[src/rtl/pipe_stage_buf.sv]
//------------------------------------------------------------------------------
// Module  : pipe_stage_buf
// Purpose : Parametrised pipeline stage register carrying an opaque control
//           bundle and data bundle between two pipeline stages. Uses a
//           valid/ready handshake backed by a 2-entry skid buffer (main + skid)
//           so that backpressure never drops or duplicates an entry. A
//           synchronous flush squashes every held entry into a bubble.
//           Default sizing targets the ID->EX boundary.
// Optional: STAGE_PERF_CNT_EN adds saturating stall/bubble/flush counters.
// Ports   :
//   clk        in   1       clock, rising edge
//   reset      in   1       asynchronous, active-high reset
//   flush      in   1       synchronous squash of all held entries
//   in_valid   in   1       upstream entry valid
//   in_ready   out  1       stage can accept (registered)
//   in_ctrl    in   CTRL_W  upstream control bundle
//   in_data    in   DATA_W  upstream data bundle
//   out_valid  out  1       main entry valid
//   out_ready  in   1       downstream accepts (0 = hazard stall)
//   out_ctrl   out  CTRL_W  main control, zero while out_valid=0
//   out_data   out  DATA_W  main data, not gated
//   stall_cnt  out  CNT_W   cycles with out_valid & !out_ready (optional)
//   bubble_cnt out  CNT_W   cycles with !out_valid             (optional)
//   flush_cnt  out  CNT_W   flush assertions                   (optional)
// Revision: 1.0 - initial release
//------------------------------------------------------------------------------
`default_nettype none

module pipe_stage_buf #(
    parameter int CTRL_W = 9,
    parameter int DATA_W = 275,
    parameter int CNT_W  = 32
) (
    input  logic              clk,
    input  logic              reset,
    input  logic              flush,
    input  logic              in_valid,
    output logic              in_ready,
    input  logic [CTRL_W-1:0] in_ctrl,
    input  logic [DATA_W-1:0] in_data,
    output logic              out_valid,
    input  logic              out_ready,
    output logic [CTRL_W-1:0] out_ctrl,
    output logic [DATA_W-1:0] out_data
`ifdef STAGE_PERF_CNT_EN
    ,
    output logic [CNT_W-1:0]  stall_cnt,
    output logic [CNT_W-1:0]  bubble_cnt,
    output logic [CNT_W-1:0]  flush_cnt
`endif
);

    // Elaboration-time sanity check of the counter width.
    if (CNT_W < 1) begin : g_cnt_w_invalid
        $error("pipe_stage_buf: CNT_W must be at least 1");
    end

    // State encodes (main valid, skid valid): EMPTY=(0,0) BUSY=(1,0) FULL=(1,1)
    typedef enum logic [1:0] {
        S_EMPTY = 2'd0,
        S_BUSY  = 2'd1,
        S_FULL  = 2'd2
    } state_t;

    state_t            r_state;
    state_t            w_state_nxt;

    logic [CTRL_W-1:0] r_main_ctrl;
    logic [DATA_W-1:0] r_main_data;
    logic [CTRL_W-1:0] r_skid_ctrl;
    logic [DATA_W-1:0] r_skid_data;
    logic              r_in_ready;

    logic              w_transfer_in;
    logic              w_load_main_in;
    logic              w_load_main_skid;
    logic              w_load_skid;

    assign w_transfer_in = in_valid & r_in_ready;

    //--------------------------------------------------------------------------
    // Next-state and register-load decode
    //--------------------------------------------------------------------------
    always_comb begin
        w_state_nxt      = r_state;
        w_load_main_in   = 1'b0;
        w_load_main_skid = 1'b0;
        w_load_skid      = 1'b0;

        case (r_state)
            S_EMPTY: begin
                if (w_transfer_in) begin
                    w_load_main_in = 1'b1;
                    w_state_nxt    = S_BUSY;
                end
            end
            S_BUSY: begin
                if (w_transfer_in && out_ready) begin
                    w_load_main_in = 1'b1;
                end else if (w_transfer_in) begin
                    // Downstream stalled: park the new entry behind main.
                    w_load_skid = 1'b1;
                    w_state_nxt = S_FULL;
                end else if (out_ready) begin
                    w_state_nxt = S_EMPTY;
                end
            end
            S_FULL: begin
                // in_ready is low here, so only the skid can advance.
                if (out_ready) begin
                    w_load_main_skid = 1'b1;
                    w_state_nxt      = S_BUSY;
                end
            end
            default: begin
                w_state_nxt = S_EMPTY;
            end
        endcase

        // Flush wins over every transition; offered entry is dropped.
        if (flush) begin
            w_state_nxt      = S_EMPTY;
            w_load_main_in   = 1'b0;
            w_load_main_skid = 1'b0;
            w_load_skid      = 1'b0;
        end
    end

    //--------------------------------------------------------------------------
    // State register and registered in_ready
    //--------------------------------------------------------------------------
    always_ff @(posedge clk or posedge reset) begin
        if (reset) begin
            r_state    <= S_EMPTY;
            r_in_ready <= 1'b1;
        end else begin
            r_state    <= w_state_nxt;
            // Ready depends only on whether the skid will be occupied, never
            // combinationally on out_ready.
            r_in_ready <= (w_state_nxt != S_FULL);
        end
    end

    //--------------------------------------------------------------------------
    // Main and skid payload registers
    //--------------------------------------------------------------------------
    always_ff @(posedge clk or posedge reset) begin
        if (reset) begin
            r_main_ctrl <= '0;
            r_main_data <= '0;
            r_skid_ctrl <= '0;
            r_skid_data <= '0;
        end else begin
            if (w_load_main_in) begin
                r_main_ctrl <= in_ctrl;
                r_main_data <= in_data;
            end else if (w_load_main_skid) begin
                r_main_ctrl <= r_skid_ctrl;
                r_main_data <= r_skid_data;
            end
            if (w_load_skid) begin
                r_skid_ctrl <= in_ctrl;
                r_skid_data <= in_data;
            end
        end
    end

    assign in_ready  = r_in_ready;
    assign out_valid = (r_state != S_EMPTY);
    // A bubble must present all-zero control so downstream does no work.
    assign out_ctrl  = out_valid ? r_main_ctrl : '0;
    assign out_data  = r_main_data;

`ifdef STAGE_PERF_CNT_EN
    //--------------------------------------------------------------------------
    // Saturating performance counters; cleared only by reset
    //--------------------------------------------------------------------------
    localparam logic [CNT_W-1:0] C_CNT_ONE = {{(CNT_W-1){1'b0}}, 1'b1};

    logic [CNT_W-1:0] r_stall_cnt;
    logic [CNT_W-1:0] r_bubble_cnt;
    logic [CNT_W-1:0] r_flush_cnt;

    always_ff @(posedge clk or posedge reset) begin
        if (reset) begin
            r_stall_cnt  <= '0;
            r_bubble_cnt <= '0;
            r_flush_cnt  <= '0;
        end else begin
            if (out_valid && !out_ready && (r_stall_cnt != '1)) begin
                r_stall_cnt <= r_stall_cnt + C_CNT_ONE;
            end
            if (!out_valid && (r_bubble_cnt != '1)) begin
                r_bubble_cnt <= r_bubble_cnt + C_CNT_ONE;
            end
            if (flush && (r_flush_cnt != '1)) begin
                r_flush_cnt <= r_flush_cnt + C_CNT_ONE;
            end
        end
    end

    assign stall_cnt  = r_stall_cnt;
    assign bubble_cnt = r_bubble_cnt;
    assign flush_cnt  = r_flush_cnt;
`endif

endmodule

`default_nettype wire

[config.mk]
export PLATFORM = sky130hd
export DESIGN_NAME = pipe_stage_buf
export DESIGN_NICKNAME = d
export VERILOG_FILES = /design/src/rtl/pipe_stage_buf.sv
export SDC_FILE = /design/constraint.sdc
export NUM_CORES = 1
export LEC_CHECK = 0
export ABC_AREA = 0
export BUFFER_PORTS_ARGS = -buffer_cell sky130_fd_sc_hd__buf_2
export CAP_MARGIN = 20
export CORE_MARGIN = 1.5
export CORE_UTILIZATION = 35
export CTS_CLUSTER_SIZE = 10
export DETAILED_ROUTE_END_ITERATION = 8
export SYNTH_ARGS = -nofsm -noshare
export SYNTH_HDL_FRONTEND = slang
export SYNTH_SLANG_ARGS = --single-unit
[constraint.sdc]
create_clock -name clk -period 27 [get_ports clk]
set_input_delay 5.4 -clock clk [delete_from_list [all_inputs] [get_ports clk]]
set_output_delay 5.4 -clock clk [all_outputs]
set_load 0.005 [all_outputs]
==> impl_metrics.ini <==
[timing]
fmax_ghz = 0.126
hold_viol = 0
tightest_slew_ns = 1.20
grt_setup_unrepaired = false
layout_setup_ws_ns = 19.06
period_share_pct = 29.4
final.min_clock_period_ns = 7.94
fin_hold_ws_ns = 0.466
setup_viol = 0
maxSlewViolCount = 0
tns_ns = 0
fin_skew_ns = 0.0157
slew_headroom_pct = 19.8

[drt]
dr.first_iter.drc_count = 1013
vias = 15526
drc = 0
drtAntennaViolNets = 0
avgRoutedWirePerCell_um = 19.8
routed_wl_um = 59600
firstDrtPassIters = 5
via_per_inst = 5.17

[power_and_ir_drop]
ir_drop_mv = 0.0519
power_per_cell_area_mw_per_mm2 = 85.0
fin_total_pwr_mw = 2.42
leakage_nw = 15.3

[critical_path]
critPathMaxFanout = 127
critPathLaunchType = input pin
arrival_ns = 8.54
path_class = in2async
cp-end-kind = async pin
required_ns = 27.60

[die]
start_util_pct = 35.5
io_pins = 575
row_count = 93
die_h_um = 259
core-area_mm2 = 0.0646
die_area_mm2 = 0.0671
die_w_um = 259

[place]
numPortBuffers = 574
dp_slack_ns = 18.27
gp_congestion = 0.785
hpwl_um = 38100

[hold_path]
min_path_type = reg2reg

[logic_synthesis]
yosysUniqueCellTypes = 21
ys_seq_area_share_pct = 62.3
syn_inst = 1579
synth-seq-cells = 571
synth_area_leaders = dfrtp_1 (62%), mux2_2 (14%), a22o_1 (11%)
netlist_area_mm2 = 0.0229
synth.most_common_cell = dfrtp_1
yosys.area.top_type = dfrtp_1
avgSynthCellArea_um2 = 14.5
yosysWarnings = 0
dominantRegCellSynth = dfrtp_1
synth_commonest_cells = dfrtp_1 (570), mux2_2 (284), a21o_1 (281), a22o_1 (281), buf_2 (82)
async_reset_ff_share_pct = 100
synth_nets = 1868
synth-edff-count = 0
synth_top_area_share_pct = 62.2

[global_routing]
grt_use_total_pct = 17.3
grt_pass1_vias = 16258
grt_overflow_total = 0
grt_pass1_wl_um = 92700
antenna_found_initial = 13
grt_max_degree = 201

[clocking]
clockBufferDepth = 3
cts.repair.resized = 0
clock-sinks = 571
postCtsHoldBufs = 0
numCtsBuffers = 70
cts-root-buf = clkbuf_16
clkTransAtPathRegs_ns = 0.05
cts_htree_levels = 3
clk_latency_ns = 0.59
post_cts_buffers = 0
cts_tree = done

[layout]
syn2layout_area_growth_pct = 24.3
layout.nets = 2406
fillCellCount = 5938
drive_above_1_share_pct = 45.2

[run]
max-cap-violations = 0

[outcome]
outcome = completed
-- state kept, by name, indices dropped and copies added, names as in the netlist --
name / cells
in_ready: 1
r_main_ctrl: 9
out_data: 275
r_state: 2
r_skid_data: 275
r_skid_ctrl: 9
-- power breakdown --
| part | total [mW] | internal, mW | switching, mW |
|---|---|---|---|
| clock | 0.858 | 0.510 | 0.348 |
| combinational | 0.393 | 0.227 | 0.167 |
| sequential | 1.17 | 1.07 | 0.107 |
-- kinds of logic after synthesis --
group / after synthesis / share of synthesized area (%)
multiplexers: 289 / 14.2
flip-flops: 571 / 62.3
buffers and inverters: 127 / 2.89
AND/OR/NAND/NOR: 25 / 0.611
AO/OA/AOI/OAI: 567 / 20.1
-- layer usage --
metal	GRT usage, %	vias to the layer above	wire, um
met5	0	-	31
met4	6.66	6	1770
met3	5.29	105	4540
met2	28.3	452	29100
met1	21.4	8012	24200
li1	-	6951	-
-- area by class of cell --
cell class | instances | area [um2] | area share [%]
inverter | 2 | 15.0 | 0.0526
tap | 855 | 1070 | 3.75
multi-input combinational | 881 | 8020 | 28.1
antenna | 10 | 25.0 | 0.0877
clock inverter | 8 | 140 | 0.491
timing repair buffer | 591 | 3040 | 10.7
clock buffer | 85 | 1920 | 6.74
sequential | 571 | 14300 | 50.1
-- critical path: stages --
cell   delay (ns)
buf_2        0.13
inv_8        0.58
buf_4        0.82
buf_4        0.69
buf_4        0.77
-- worst paths after layout --
| path | cells past startpoint | slack [ns] | startpoint | to |
|---|---|---|---|---|
| worst max-delay path | 5 | 19.06 | reset | out_data[271] |
| worst min-delay path | 1 | 0.47 | out_data[21] | out_data[21] |
| worst max register to register | 6 | 23.79 | in_ready | out_data[151] |
| worst min register to register | 1 | 0.47 | out_data[21] | out_data[21] |
| max in group clk | 7 | 19.31 | flush | out_data[151] |
| min in group asynchronous | 2 | 5.00 | reset | r_skid_data[77] |
-- metrics by stage --
stage / std cells / util, % / instance area (um2)
after global routing: 3001 / 44.2 / 28500
after floorplan: 1579 / - / 22900
after global placement: 2900 / 40.9 / 26400
after detailed placement: 2900 / 40.9 / 26400
final: 3003 / 44.2 / 28500
after CTS: 2993 / 44.1 / 28500
-- placed cells by master (no fill, tap or decap), drive strengths merged, types with 2 or more instances in the layout --
cell / netlist / routed
inv: 2 / 5
clkinvlp: 0 / 2
a22o: 281 / 281
mux2: 284 / 284
buf: 94 / 591
mux2i: 5 / 5
clkinv: 0 / 2
nor2: 4 / 4
clkbuf: 31 / 85
nand2: 6 / 6
nor2b: 11 / 11
nor3: 2 / 2
dfrtp: 570 / 570
a21o: 281 / 281
diode: 0 / 10
o21ai: 3 / 3
Note: power is estimated with default switching activity, not from simulation.
